==> src/rtl/golomb_stream_decoder.sv <==
// Golomb-Rice stream decoder: first stage of the LCPLC decompressor.
// Unpacks 32-bit packed words (MSB transmitted first) into a 64-bit bit buffer.
// Decodes one Golomb-Rice codeword for each accepted kj (Rice parameter).
// Emits the mapped prediction error ehat.
//
// Codeword: q zeros, a '1' terminator, then k remainder bits (MSB first).
// A run of QUOTIENT_LIMIT zeros is an escape: the next MAPPED_ERROR_WIDTH bits are ehat.
//
// Ports
//   i_clk, i_rst_n                          clock, asynchronous active-low reset
//   i_input_data/_valid, o_input_ready      packed code word stream (AXIS)
//   i_kj_data/_valid, o_kj_ready            Rice parameter for the next codeword (AXIS)
//   i_align_valid, o_align_ready            drop buffered bits up to the next word boundary
//   o_ehat_data/_valid, i_ehat_ready        decoded mapped error (AXIS)
module golomb_stream_decoder #(
    parameter int unsigned MAPPED_ERROR_WIDTH = 19,
    parameter int unsigned ACC_LOG            = 5,
    parameter int unsigned OUTPUT_WIDTH_LOG   = 5,
    parameter int unsigned QUOTIENT_LIMIT     = 16
) (
    input  logic                            i_clk,
    input  logic                            i_rst_n,
    input  logic [2**OUTPUT_WIDTH_LOG-1:0]  i_input_data,
    input  logic                            i_input_valid,
    output logic                            o_input_ready,
    input  logic [ACC_LOG-1:0]              i_kj_data,
    input  logic                            i_kj_valid,
    output logic                            o_kj_ready,
    input  logic                            i_align_valid,
    output logic                            o_align_ready,
    output logic [MAPPED_ERROR_WIDTH-1:0]   o_ehat_data,
    output logic                            o_ehat_valid,
    input  logic                            i_ehat_ready
);

    localparam int unsigned WORD_W = 2**OUTPUT_WIDTH_LOG;
    localparam int unsigned BUF_W  = 2 * WORD_W;
    localparam int unsigned FILL_W = $clog2(BUF_W + 1);
    localparam int unsigned Q_W    = $clog2(QUOTIENT_LIMIT + 1);
    localparam int unsigned K_MAX  = 2**ACC_LOG - 1;
    // Wide enough for (q << k) | r before truncation to the ehat width.
    localparam int unsigned VAL_W  = Q_W + K_MAX;

    typedef enum logic [2:0] {
        StWaitK,
        StUnary,
        StRem,
        StEsc,
        StOut
    } state_t;

    state_t                          r_state;
    state_t                          w_state_d;
    logic [BUF_W-1:0]                r_buf;
    logic [BUF_W-1:0]                w_buf_d;
    logic [FILL_W-1:0]               r_fill;
    logic [FILL_W-1:0]               w_fill_d;
    logic [Q_W-1:0]                  r_q;
    logic [Q_W-1:0]                  w_q_d;
    logic [ACC_LOG-1:0]              r_k;
    logic [ACC_LOG-1:0]              w_k_d;
    logic [MAPPED_ERROR_WIDTH-1:0]   r_ehat;
    logic [MAPPED_ERROR_WIDTH-1:0]   w_ehat_d;

    logic [FILL_W-1:0]               w_consume;
    logic [FILL_W-1:0]               w_fill_post;
    logic [BUF_W-1:0]                w_buf_shifted;
    logic [BUF_W-1:0]                w_append;
    logic                            w_input_ready;
    logic                            w_input_fire;
    logic                            w_kj_ready;
    logic                            w_align_ready;
    logic [FILL_W-1:0]               w_rem_shamt;
    logic [WORD_W-1:0]               w_rem;
    logic [VAL_W-1:0]                w_value_wide;

    // Remainder: top k bits of the buffer, right-justified.
    assign w_rem_shamt  = FILL_W'(WORD_W) - FILL_W'(r_k);
    assign w_rem        = r_buf[BUF_W-1 -: WORD_W] >> w_rem_shamt;
    assign w_value_wide = (VAL_W'(r_q) << r_k) | VAL_W'(w_rem);

    always_comb begin
        w_state_d     = r_state;
        w_q_d         = r_q;
        w_k_d         = r_k;
        w_ehat_d      = r_ehat;
        w_consume     = '0;
        w_kj_ready    = 1'b0;
        w_align_ready = 1'b0;
        unique case (r_state)
            StWaitK: begin
                w_kj_ready = 1'b1;
                if (i_kj_valid) begin
                    w_k_d     = i_kj_data;
                    w_q_d     = '0;
                    w_state_d = StUnary;
                end else begin
                    // Align never coincides with a kj handshake.
                    w_align_ready = 1'b1;
                    if (i_align_valid) begin
                        w_consume = FILL_W'(r_fill[OUTPUT_WIDTH_LOG-1:0]);
                    end
                end
            end
            StUnary: begin
                if (r_fill != '0) begin
                    w_consume = FILL_W'(1);
                    if (r_buf[BUF_W-1]) begin
                        if (r_k == '0) begin
                            w_ehat_d  = MAPPED_ERROR_WIDTH'(r_q);
                            w_state_d = StOut;
                        end else begin
                            w_state_d = StRem;
                        end
                    end else begin
                        w_q_d = r_q + Q_W'(1);
                        if (r_q == Q_W'(QUOTIENT_LIMIT - 1)) begin
                            w_state_d = StEsc;
                        end
                    end
                end
            end
            StRem: begin
                if (r_fill >= FILL_W'(r_k)) begin
                    w_consume = FILL_W'(r_k);
                    w_ehat_d  = w_value_wide[MAPPED_ERROR_WIDTH-1:0];
                    w_state_d = StOut;
                end
            end
            StEsc: begin
                if (r_fill >= FILL_W'(MAPPED_ERROR_WIDTH)) begin
                    w_consume = FILL_W'(MAPPED_ERROR_WIDTH);
                    w_ehat_d  = r_buf[BUF_W-1 -: MAPPED_ERROR_WIDTH];
                    w_state_d = StOut;
                end
            end
            StOut: begin
                // A new kj can be taken in the same cycle the output drains.
                w_kj_ready = i_ehat_ready;
                if (i_ehat_ready) begin
                    if (i_kj_valid) begin
                        w_k_d     = i_kj_data;
                        w_q_d     = '0;
                        w_state_d = StUnary;
                    end else begin
                        w_state_d = StWaitK;
                    end
                end
            end
            default: w_state_d = StWaitK;
        endcase
    end

    // Bit buffer: consume from the top first, then append the new word below the remaining bits.
    assign w_input_ready = (r_fill <= FILL_W'(WORD_W));
    assign w_input_fire  = i_input_valid && w_input_ready;
    assign w_buf_shifted = r_buf << w_consume;
    assign w_fill_post   = r_fill - w_consume;
    assign w_append      = {i_input_data, {WORD_W{1'b0}}} >> w_fill_post;

    always_comb begin
        w_buf_d  = w_buf_shifted;
        w_fill_d = w_fill_post;
        if (w_input_fire) begin
            w_buf_d  = w_buf_shifted | w_append;
            w_fill_d = w_fill_post + FILL_W'(WORD_W);
        end
    end

    always_ff @(posedge i_clk or negedge i_rst_n) begin
        if (!i_rst_n) begin
            r_state <= StWaitK;
            r_buf   <= '0;
            r_fill  <= '0;
            r_q     <= '0;
            r_k     <= '0;
            r_ehat  <= '0;
        end else begin
            r_state <= w_state_d;
            r_buf   <= w_buf_d;
            r_fill  <= w_fill_d;
            r_q     <= w_q_d;
            r_k     <= w_k_d;
            r_ehat  <= w_ehat_d;
        end
    end

    // Ready outputs are forced low while reset is asserted.
    assign o_input_ready = w_input_ready && i_rst_n;
    assign o_kj_ready    = w_kj_ready && i_rst_n;
    assign o_align_ready = w_align_ready && i_rst_n;
    assign o_ehat_valid  = (r_state == StOut);
    assign o_ehat_data   = r_ehat;

endmodule

==> config.mk <==
export PLATFORM = sky130hd
export DESIGN_NAME = golomb_stream_decoder
export DESIGN_NICKNAME = d
export VERILOG_FILES = /design/src/rtl/golomb_stream_decoder.sv
export SDC_FILE = /design/constraint.sdc
export NUM_CORES = 1
export LEC_CHECK = 0
export CAP_MARGIN = 5
export CORE_UTILIZATION = 40
export CTS_CLUSTER_SIZE = 24
export DETAILED_ROUTE_END_ITERATION = 8
export GPL_TIMING_DRIVEN = 0
export PLACE_DENSITY_LB_ADDON = 0.08
export RECOVER_POWER = 100
export SYNTH_ARGS = -nofsm -noshare
export SYNTH_HDL_FRONTEND = slang
export SYNTH_SLANG_ARGS = --single-unit
==> constraint.sdc <==
create_clock -name i_clk -period 8.99 [get_ports i_clk]
set_input_delay 1.798 -clock i_clk [delete_from_list [all_inputs] [get_ports i_clk]]
set_output_delay 1.798 -clock i_clk [all_outputs]
set_load 0.01 [all_outputs]
---- After elaboration in Yosys (flattened, before gate mapping) ----
Cells that the tools add are included.
word-level totals
  flip-flop bits (word level) ............. 103
  bits in latches ......................... 0
  RAM bits ................................ 0
  ROM bits ................................ 0
  input port bits ......................... 43
  output and inout port bits .............. 23
  memories ................................ 0
operators by class
  add/subtract/negate cells ............... 4
  multipliers ............................. 0
  divide/modulo/power cells ............... 0
  magnitude comparators ................... 3
  eq/ne operators ......................... 14
  shifts and indexed selects .............. 4
  mux-type cells .......................... 35
  bitwise gates (word level) .............. 2
  reduce and logical (&&, ||, !) cells .... 14
operators by type and width
  kind                   number
  $mux W19               5
  $mux W64               1
  $or A64 B64 Y64        1
  $shl A64 B7 Y64        1
  $shr A64 B7 Y64        1
  $pmux W19 S3           1
  $mux W5                10
  $shr A32 B7 Y19        1
  $mux W3                8
  $pmux W5 S4            1
  $or A19 B19 Y19        1
  $shl A5 B5 Y19         1
  $pmux W3 S5            1
  $pmux W5 S3            1
  $ne A2 B2 Y1 const B   7
  $reduce_and A6 Y1      2
  $pmux W5 S2            1
  $add A7 B6 Y7 const B  1
  $ge A7 B5 Y1           1
  $ge A7 B5 Y1 const B   1
  $le A7 B6 Y1 const B   1
  $mux W7                1
  $reduce_bool A7 Y1     1
  $sub A6 B5 Y7 const A  1
  17 further kinds       25

---- Logic depth before layout (Yosys ltp) ----
Gate-level depths: netlist (run 1).
  depth in word-level cells ............... 7
  mapped depth ............................ 24
  mapped depth without buffers ............ 19

---- Least setup slack after synthesis (run 1) ----
No wires, ideal clock.
  path kind ............................... input -> register
  from .................................... input port i_kj_valid
  to ...................................... register r_buf[63]
  arrival ................................. 6014 ps
  path slack .............................. 2883 ps
  stages on the path ...................... 19
  path through ............................ nor4_1 > and2_1 > a221o_1 > buf_2 > inv_1 > buf_2 > buf_2 > clkbuf_1 > ha_1 > nor2b_1 > o21a_1 > or2_2 > xnor2_1 > clkbuf_1 > buf_1 > nand3_1 > nor2_1 > nor3_1 > a211oi_1
on the way
  cells in the longest elaborated chain, start to end .. 6
  elaborated cells on any way between the ends .. 7
  classes of those cells .................. add/sub (1); shift (2); mux (3); bitwise (1)
RTL lines
  item                  line  text
  from (decl)           27    input logic i_kj_valid,
  $mux W5 *             93    if (i_kj_valid) begin
  $pmux W5 S4 *         90    unique case (r_state)
  $sub A7 B7 Y7         158   assign w_fill_post = r_fill - w_consume;
  $shr A64 B7 Y64       159   assign w_append = {i_input_data, {WORD_W{1'b0}}} >> w_fill_post;
  $or A64 B64 Y64       165   w_buf_d = w_buf_shifted | w_append;
  $mux W64 *            164   if (w_input_fire) begin
  net w_buf_d[63]       55    logic [BUF_W-1:0] w_buf_d;
  to (signal assigned)  180   r_buf <= w_buf_d;
  to (decl)             54    logic [BUF_W-1:0] r_buf;
The timed path passes the listed nets; every way through them passes the cells marked *.
A chain may end at the register's enable or synchronous reset.

---- Worst setup path in the final report (run 1) ----
  from .................................... input port i_kj_valid
  to ...................................... register r_buf[20]
Same word-level chain as after synthesis.

==> run_results.csv, run 1 <==
group,metric,value,unit
cells_and_area,fin_nets,1588,
synth,yosys.area_share.xor_xnor,0.00724,
worst_setup_path,cp-start-kind,"input pin",
run_status,violations,"max-capacitance violations, max-slew violations",
synth,yosys_register_bits,103,
global_route,grt_pass1_vias,12631,
clock_tree,post_cts.repair.setup_buffers,0,
min_path,worstHoldPathType,"register to register",
timing,rsz_0062_raised_after_global_routing,"false",
global_route,antenna_found_initial,1,
clock_tree,worst_setup_hold_path_clk_slew,80,ps
placement,placed_cell_area,13300,µm²
clock_tree,post_cts.resized_instances,0,
placement,place_congestion,1.03,
floorplan,die-area,30900,µm²
worst_setup_path,worst_setup_path_startpoint,"i_kj_valid",
drt,drt_first_pass_iters,6,
clock_tree,clock-sinks,103,
drt,detail_route.vias_per_cell,6.93,
drt,avgRoutedWirePerCell,30.7,µm
synth,synth_edf_count,0,
synth,synth.area.top_cells,"sky130_fd_sc_hd__dfrtp_1 (21%), sky130_fd_sc_hd__mux2i_1 (15%), sky130_fd_sc_hd__mux4_2 (10%), sky130_fd_sc_hd__nand2_1 (5.8%), sky130_fd_sc_hd__a211oi_1 (4.8%)",
global_route,first_pass_grt_wire_length,86300,µm
clock_tree,max_clock_buf_depth,2,
worst_setup_path,timing.critical_path.cells,"dlygate4sd3_1 > nor4_1 > nand3_1 > o211ai_1 > a21oi_4 > inv_4 > buf_6 > buf_6 > buf_2 > ha_1 > fa_1 > clkbuf_1 > clkbuf_1 > mux2i_1 > a21oi_1 > nand2_1 > a21oi_1 > a32oi_1 > o221ai_1 > a21o_1",
timing,setup_viol_count_final,0,
worst_setup_path,beginning_of_the_worst_register_to_register_path,"r_k[2]",
synth,synth.net_count,1510,
worst_setup_path,cpLargestDelayFamily,"compound AO/OA/AOI/OAI gates",
timing,max_freq,119,MHz
timing,hold_viol_final,0,
synth,synth_top_cell_area_share,0.213,
worst_setup_path,timing.critical_path.slowest_stage_cell,"sky130_fd_sc_hd__o211ai_1",
floorplan,pin_count,66,
floorplan,die_h,176,µm
synth,yosys.area_share.adder,0.0161,
drt,vias,13363,
floorplan,design.core.area,29700,µm²
worst_setup_path,end_kind,"register",
floorplan,die_w,176,µm
clock_tree,tritoncts.num_buffers,9,
job,maxCapViolations,3,
synth,netlist_top_cells_count,"sky130_fd_sc_hd__nand2_1 (186), sky130_fd_sc_hd__mux2i_1 (179), sky130_fd_sc_hd__dfrtp_1 (103)",
cells_and_area,area_growth,11.6,%
floorplan,effective_utilization_at_floorplan,0.407,
synth,synthesis.instances,1452,
timing,clock_period_minus_final_worst_setup_slack,8400,ps
worst_setup_path,worst_r2r_endpoint,"r_buf[28]",
placement,placement.io_buffers,65,
placement,post-dp-hpwl,47700,µm
worst_setup_path,cpPeakStageDelay,770,ps
synth,synth.yosys.warnings,0,
worst_setup_path,timing.critical_path.buf_inv,7,
clock_tree,tritoncts,"built",
global_route,grtUsageTotal,0.383,
timing,final.period_utilization,0.934,
worst_setup_path,worst-r2r-setup-slack,1100,ps
clock_tree,cts_htree_levels,3,
synth,synth-main-ff-cell,"sky130_fd_sc_hd__dfrtp_1",
synth,postSynthAreaPerCell,8.33,µm²
floorplan,std_cell_rows,63,
timing,slew_headroom,-1.09,
synth,yosys.cell_types.count,80,
worst_setup_path,critPathRequiredTime,9280,ps
synth,synthDominantAreaCellType,"sky130_fd_sc_hd__dfrtp_1",
worst_setup_path,cp_max_fo,10,
drt,final_routed_wirelength,59100,µm
global_route,grt_start_max_net_pins,56,
cells_and_area,final_cell_area,13500,µm²
synth,synth_simple_gate_area_frac,0.154,
synth,ys_async_sr_fraction,1.00,
worst_setup_path,worst-r2r-cell-count,20,
worst_setup_path,arrival,8690,ps
worst_setup_path,critical_path_class,"input pin to register",
run_status,run_status,"complete, but fails checks",
synth,synth_top_family_by_area,"multiplexers",
synth,synth.yosys.seq_area_share,0.213,
synth,compound_gate_portion_of_the_synthesized_area,0.270,
clock_tree,cts_hold_buffers,0,
synth,post_synth_instance_area,12100,µm²
drt,route.detailed.drc,0,
clock_tree,clk-insertion-delay-late,370,ps
timing,finalMaxSlewViolations,120,
global_route,gr-total-overflow,0,
synth,synth.mux.area_fraction,0.285,
drt,postRouteAntennaNets,0,
worst_setup_path,worstSetupEndpoint,"r_buf[20]",
clock_tree,cts.root.buffer_cell,"sky130_fd_sc_hd__clkbuf_16",
worst_setup_path,path_depth,20,
timing,final.setup.tns,0,ps
drt,detail_route.iter0.violations,1603,
timing,worst_clock_skew,9.86,ps
cells_and_area,drive_gt1_frac,0.0919,
timing,worstMarginPinSlew,3140,ps
synth,synthMostInstantiatedCell,"sky130_fd_sc_hd__nand2_1",
-- layout by cell type, fill, tap and decap left out, drive strengths merged, types with 32 or more instances in the layout --
cell type | netlist | layout
clkdlybuf4s50 | 0 | 40
nand2 | 186 | 186
inv | 40 | 41
dfrtp | 103 | 103
nor3 | 45 | 45
a21oi | 72 | 72
nor2 | 99 | 99
nand3 | 38 | 38
o21ai | 94 | 94
a211oi | 83 | 83
mux2i | 183 | 183
mux2 | 32 | 32
mux4 | 55 | 55
o22ai | 40 | 40
buf | 45 | 39
clkbuf | 73 | 94
-- how the worst min path moves through the flow --
stage | start | end | cells after the start
global placement | o_ehat_data[6] | o_ehat_data[6] | 2
finish | o_ehat_data[6] | o_ehat_data[6] | 2
detailed placement | o_ehat_data[0] | o_ehat_data[0] | 2
global route | o_ehat_data[14] | o_ehat_data[14] | 2
floorplan | r_q[4] | r_q[4] | 2
CTS | o_ehat_data[0] | o_ehat_data[0] | 2
-- worst register-to-register path, cell delays in order (launching register included) --
cell	delay (ps)
sky130_fd_sc_hd__dfrtp_1	320
sky130_fd_sc_hd__buf_2	210
sky130_fd_sc_hd__clkinv_1	360
sky130_fd_sc_hd__ha_1	430
sky130_fd_sc_hd__a21o_1	180
sky130_fd_sc_hd__a31oi_1	300
sky130_fd_sc_hd__o211ai_1	390
sky130_fd_sc_hd__inv_1	220
sky130_fd_sc_hd__clkbuf_1	460
sky130_fd_sc_hd__buf_1	640
sky130_fd_sc_hd__clkbuf_1	710
sky130_fd_sc_hd__ha_1	410
sky130_fd_sc_hd__o21a_1	140
sky130_fd_sc_hd__or2_2	290
sky130_fd_sc_hd__xnor2_1	460
sky130_fd_sc_hd__clkbuf_1	420
sky130_fd_sc_hd__clkbuf_1	500
sky130_fd_sc_hd__mux2i_1	370
sky130_fd_sc_hd__nand2_1	90
sky130_fd_sc_hd__a31oi_1	500
sky130_fd_sc_hd__o211ai_1	300
-- cells by family (layout without fill, tap and decap cells) --
family	count (synthesis)	after routing
adder cells (fa/ha/maj)	15	15
flip-flops	103	103
AND/OR/NAND/NOR	424	424
AO/OA/AOI/OAI	468	468
XOR/XNOR	10	10
other	0	2
multiplexers	270	270
buffers and inverters	162	245
-- layer usage --
metal,global-route usage,up-vias,share of wire
li1,-,5742,-
met1,0.538,6640,0.43
met2,0.566,851,0.42
met3,0.0991,128,0.11
met4,0.128,2,0.037
met5,0,-,0.00022
-- state kept, by name (all words and copies together), names as in the netlist --
signal       count
r_fill           7
r_k              5
r_state          3
r_buf           64
o_ehat_data     19
r_q              5
-- final cells by class --
cell class	instances	area, µm²
Timing Repair Buffer	67	653
Antenna cell	2	5.00
Buffer	118	497
Clock buffer	12	246
Multi-Input combinational cell	1187	8840
Fill cell	3050	16200
Tap cell	390	488
Clock inverter	4	30.0
Sequential cell	103	2580
Inverter	44	168
-- through the flow --
| stage | hold WS [ps] | utilization | setup slack [ps] | std cells |
|---|---|---|---|---|
| 3_5_place_dp | 470 | 0.446 | 723 | 1909 |
| 6_report | 473 | 0.455 | 591 | 1927 |
| 4_1_cts | 486 | 0.456 | 1090 | 1925 |
| 5_1_grt | 514 | 0.454 | 281 | 1925 |
| 3_3_place_gp | 465 | 0.445 | 104 | 1907 |
| 2_1_floorplan | 512 | - | 2880 | 1452 |
Power of run 1 is not shown: default switching activity piles up to over one toggle a cycle in this logic, so the estimate is an artifact.
==> run 2, diff against run 1 <==
--- a/config.mk
+++ b/config.mk
@@ -7,7 +7,8 @@
 export LEC_CHECK = 0
 export CAP_MARGIN = 5
 export CORE_UTILIZATION = 40
-export CTS_CLUSTER_SIZE = 24
+export CTS_BUF_LIST = sky130_fd_sc_hd__clkbuf_8
+export CTS_CLUSTER_SIZE = 8
 export DETAILED_ROUTE_END_ITERATION = 8
 export GPL_TIMING_DRIVEN = 0
 export PLACE_DENSITY_LB_ADDON = 0.08
==> run_results.csv, run 2 (synthesis results as in run 1) <==
group,metric,value,unit
drt,drt_first_pass_iters,5,
clock_tree,clk-insertion-delay-late,420,ps
drt,detail_route.vias_per_cell,6.91,
timing,final.setup.tns,0,ps
cells_and_area,max_flop_register,"r_buf",
timing,hold_viol_final,0,
cells_and_area,final_core_utilization,0.451,
cells_and_area,area_growth,10.8,%
min_path,worstHoldStart,"o_ehat_data[6]",
placement,placement.io_buffers,65,
floorplan,std_cell_rows,63,
timing,max_freq,120,MHz
cells_and_area,final_cell_area,13400,µm²
timing,finalMaxSlewViolations,120,
min_path,worstHoldPathType,"register to register",
timing,rsz_0062_raised_after_global_routing,"false",
clock_tree,cts.root.buffer_cell,"sky130_fd_sc_hd__clkbuf_8",
clock_tree,post_cts.repair.setup_buffers,0,
cells_and_area,drive_gt1_frac,0.0919,
worst_setup_path,critPathRequiredTime,9340,ps
drt,final_routed_wirelength,59100,µm
global_route,grt_start_max_net_pins,56,
clock_tree,post_cts.resized_instances,0,
worst_setup_path,worst_setup_path_startpoint,"i_kj_valid",
clock_tree,clock-sinks,103,
worst_setup_path,cp_max_fo,10,
timing,slew_headroom,-1.09,
drt,avgRoutedWirePerCell,30.7,µm
global_route,gr-total-overflow,0,
cells_and_area,number_of_flip_flops_in_the_largest_register,64,
clock_tree,worst_setup_hold_path_clk_slew,110,ps
placement,placed_cell_area,13300,µm²
cells_and_area,mostFrequentLayoutCell,"sky130_fd_sc_hd__nand2_1",
cells_and_area,antenna_cells,0,
clock_tree,cts_hold_buffers,0,
drt,vias,13309,
cells_and_area,fin_nets,1588,
global_route,antenna_found_initial,1,
timing,setup_viol_count_final,0,
drt,postRouteAntennaNets,0,
timing,worst_clock_skew,15.7,ps
floorplan,design.core.area,29700,µm²
worst_setup_path,beginning_of_the_worst_register_to_register_path,"r_k[2]",
placement,place_congestion,1.03,
floorplan,pin_count,66,
timing,final.period_utilization,0.929,
worst_setup_path,arrival,8700,ps
worst_setup_path,cp-start-kind,"input pin",
floorplan,effective_utilization_at_floorplan,0.407,
global_route,grt_pass1_vias,12616,
floorplan,die-area,30900,µm²
global_route,first_pass_grt_wire_length,86200,µm
timing,worstMarginPinSlew,3140,ps
drt,route.detailed.drc,0,
worst_setup_path,critical_path_class,"input pin to register",
job,maxCapViolations,3,
timing,clock_period_minus_final_worst_setup_slack,8350,ps
clock_tree,cts_htree_levels,3,
worst_setup_path,end_kind,"register",
run_status,run_status,"complete, but fails checks",
clock_tree,max_clock_buf_depth,2,
clock_tree,tritoncts.num_buffers,9,
clock_tree,tritoncts,"built",
drt,detail_route.iter0.violations,1688,
global_route,grtUsageTotal,0.383,
run_status,violations,"max-capacitance violations, max-slew violations",
placement,post-dp-hpwl,47700,µm
cells_and_area,n_fill_cell,3061,
floorplan,die_w,176,µm
floorplan,die_h,176,µm
cells_and_area,mostFrequentLayoutCells,"sky130_fd_sc_hd__nand2_1 (186), sky130_fd_sc_hd__mux2i_1 (179), sky130_fd_sc_hd__dfrtp_1 (103)",
run 2: final timing paths:
check                            endpoint  slack, ps  cells past startpoint
hold / removal             o_ehat_data[6]        480                      2
min in group asynchronous  o_ehat_data[8]       2270                      1
setup / recovery                r_buf[20]        640                     20
setup reg to reg                r_buf[28]       1100                     20
max in group asynchronous        r_buf[2]       2660                      2
hold reg to reg            o_ehat_data[6]        480                      2
run 2: critical path: stages:
cell                            delay (ps)
sky130_fd_sc_hd__dlygate4sd3_1         570
sky130_fd_sc_hd__nor4_1                510
sky130_fd_sc_hd__nand3_1               150
sky130_fd_sc_hd__o211ai_1              790
sky130_fd_sc_hd__a21oi_4               250
sky130_fd_sc_hd__inv_4                 300
sky130_fd_sc_hd__buf_6                 230
sky130_fd_sc_hd__buf_6                 200
sky130_fd_sc_hd__buf_2                 310
sky130_fd_sc_hd__ha_1                  260
sky130_fd_sc_hd__fa_1                  180
sky130_fd_sc_hd__clkbuf_1              410
sky130_fd_sc_hd__clkbuf_1              560
sky130_fd_sc_hd__mux2i_1               200
sky130_fd_sc_hd__a21oi_1               270
sky130_fd_sc_hd__nand2_1               230
sky130_fd_sc_hd__a21oi_1               600
sky130_fd_sc_hd__a32oi_1               130
sky130_fd_sc_hd__o221ai_1              510
sky130_fd_sc_hd__a21o_1                210
run 2: area by class of cell:
type                       count  area (µm²)  share of cell area
buffer                       118         497              0.0371
sequential                   103        2580               0.192
clock buffer                  10         138              0.0103
inverter                      44         168              0.0125
clock inverter                 6        37.5             0.00280
tap                          390         488              0.0364
multi-input combinational   1187        8840               0.660
timing repair buffer          67         653              0.0487
run 2: through the flow:
stage	instances	setup WS (ps)	hold slack (ps)
after floorplan	1452	2880	512
after global placement	1907	104	465
after detailed placement	1909	723	470
after CTS	1925	1150	494
after global routing	1925	352	523
final	1925	639	480
run 2: layer usage:
metal	track usage	part of all wire	vias to the layer above
met3	0.101	0.10	124
met2	0.565	0.43	780
li1	-	-	5731
met5	0	0.00022	-
met4	0.131	0.033	2
met1	0.538	0.44	6672
Power of run 2 is left out for the same reason.
==> run 3, diff against run 2 <==
==> constraint.sdc (replaced) <==
create_clock -name i_clk -period 8.99 [get_ports i_clk]
set_input_delay 1.798 -clock i_clk [delete_from_list [all_inputs] [get_ports i_clk]]
set_output_delay 1.798 -clock i_clk [all_outputs]
set_load 0.05 [all_outputs]
==> run_results.csv, run 3 (synthesis results as in run 1) <==
group,metric,value,unit
floorplan,effective_utilization_at_floorplan,0.407,
placement,placement.io_buffers,65,
drt,route.detailed.drc,0,
floorplan,std_cell_rows,63,
timing,hold_viol_final,0,
timing,finalWorstSetupSlack,665,ps
clock_tree,clock-sinks,103,
drt,met1_length,25300,µm
floorplan,die-area,30900,µm²
placement,post-dp-hpwl,47700,µm
global_route,grt_start_max_net_pins,56,
clock_tree,tritoncts.num_buffers,9,
worst_setup_path,critical_path_class,"input pin to register",
global_route,grtUsageTotal,0.383,
timing,max_freq,120,MHz
job,maxCapViolations,3,
drt,final_routed_wirelength,59000,µm
placement,place_congestion,1.03,
clock_tree,cts.root.buffer_cell,"sky130_fd_sc_hd__clkbuf_8",
drt,met2_wire_len,25200,µm
cells_and_area,drive_gt1_frac,0.0919,
drt,postRouteAntennaNets,0,
global_route,gr-total-overflow,0,
drt,route.top_layer_used,"met5",
timing,slew_headroom,-1.10,
clock_tree,cts_htree_levels,3,
worst_setup_path,critPathRequiredTime,9230,ps
clock_tree,tritoncts,"built",
drt,detail_route.vias_per_cell,6.93,
cells_and_area,mostFrequentLayoutCells,"sky130_fd_sc_hd__nand2_1 (186), sky130_fd_sc_hd__mux2i_1 (179), sky130_fd_sc_hd__dfrtp_1 (103)",
drt,avgRoutedWirePerCell,30.7,µm
cells_and_area,area_growth,10.8,%
clock_tree,worst_setup_hold_path_clk_slew,110,ps
worst_setup_path,end_kind,"register",
floorplan,pin_count,66,
drt,dr_wl_met3,6480,µm
cells_and_area,n_fill_cell,3060,
cells_and_area,final_core_utilization,0.451,
timing,setup_viol_count_final,0,
cells_and_area,fin_nets,1588,
cells_and_area,final-seq-area,2580,µm²
global_route,antenna_found_initial,1,
cells_and_area,number_of_flip_flops_in_the_largest_register,64,
timing,final.period_utilization,0.926,
worst_setup_path,arrival,8560,ps
run_status,violations,"max-capacitance violations, max-slew violations",
clock_tree,cts_hold_buffers,0,
clock_tree,max_clock_buf_depth,2,
drt,vias,13345,
floorplan,design.core.area,29700,µm²
min_path,worstHoldPathType,"register to register",
cells_and_area,mostFrequentLayoutCell,"sky130_fd_sc_hd__nand2_1",
timing,worstMarginPinSlew,3150,ps
floorplan,die_w,176,µm
worst_setup_path,cp_max_fo,10,
worst_setup_path,cp-start-kind,"input pin",
cells_and_area,max_flop_register,"r_buf",
global_route,first_pass_grt_wire_length,86200,µm
timing,clock_period_minus_final_worst_setup_slack,8330,ps
run_status,run_status,"complete, but fails checks",
clock_tree,post_cts.resized_instances,0,
global_route,grt_pass1_vias,12616,
timing,finalMaxSlewViolations,120,
drt,drt_first_pass_iters,8,
timing,rsz_0062_raised_after_global_routing,"false",
clock_tree,post_cts.repair.setup_buffers,0,
floorplan,die_h,176,µm
clock_tree,clk-insertion-delay-late,420,ps
worst_setup_path,worst-r2r-setup-slack,1070,ps
placement,place_ws,723,ps
drt,detail_route.iter0.violations,1687,
cells_and_area,multi_input_comb_area,8840,µm²
timing,worst_clock_skew,13.7,ps
run 3: changes by cell type in the layout (fill, tap and decap cells not counted):
cell                              before  now
sky130_fd_sc_hd__and2_0                2    1
sky130_fd_sc_hd__and2_1               13   14
sky130_fd_sc_hd__clkdlybuf4s50_1      40   39
sky130_fd_sc_hd__diode_2               0    1
sky130_fd_sc_hd__dlygate4sd3_1        24   25
run 3: final timing paths:
kind,start,end,cells past startpoint
max in group asynchronous,i_rst_n,r_buf[2],2
worst max-delay path,i_kj_valid,r_buf[28],20
min in group asynchronous,i_rst_n,o_ehat_data[8],1
worst max register to register,r_k[2],r_buf[28],20
worst min register to register,o_ehat_data[6],o_ehat_data[6],2
worst min-delay path,o_ehat_data[6],o_ehat_data[6],2
run 3: cell type report:
class,count,share of cell area
diodes,1,0.000187
plain buffers,118,0.0371
clock buffers,10,0.0103
clock inverters,6,0.00280
inverters,44,0.0125
multi-input cells,1187,0.660
flip-flops and latches,103,0.192
well taps,390,0.0364
repair buffers,67,0.0487
run 3: routing by layer:
layer  GRT usage  vias up
li1            -     5743
met1       0.538     6620
met2       0.565      845
met3       0.101      135
met4       0.131        2
met5           0        -
run 3: metrics by stage:
stage / hold slack (ps) / std cells / TNS [ps] / instance area [µm²]
floorplan: 512 / 1452 / 0 / 12100
global placement: 465 / 1907 / -249 / 13200
detailed placement: 470 / 1909 / 0 / 13300
CTS: 494 / 1925 / 0 / 13400
global route: 523 / 1925 / 0 / 13400
finish: 480 / 1926 / 0 / 13400
run 3: critical path, stage by stage:
cell	delay, ps
sky130_fd_sc_hd__dlygate4sd3_1	570
sky130_fd_sc_hd__nor4_1	490
sky130_fd_sc_hd__nand3_1	150
sky130_fd_sc_hd__o211ai_1	790
sky130_fd_sc_hd__a21oi_4	250
sky130_fd_sc_hd__inv_4	300
sky130_fd_sc_hd__buf_6	230
sky130_fd_sc_hd__buf_6	210
sky130_fd_sc_hd__buf_2	310
sky130_fd_sc_hd__ha_1	260
sky130_fd_sc_hd__nor2b_1	60
sky130_fd_sc_hd__o21a_1	190
sky130_fd_sc_hd__or2_2	290
sky130_fd_sc_hd__xnor2_1	460
sky130_fd_sc_hd__clkbuf_1	420
sky130_fd_sc_hd__clkbuf_1	510
sky130_fd_sc_hd__mux2i_1	370
sky130_fd_sc_hd__nand2_1	90
sky130_fd_sc_hd__a31oi_1	500
sky130_fd_sc_hd__o211ai_1	300
Power of run 3 is left out for the same reason.
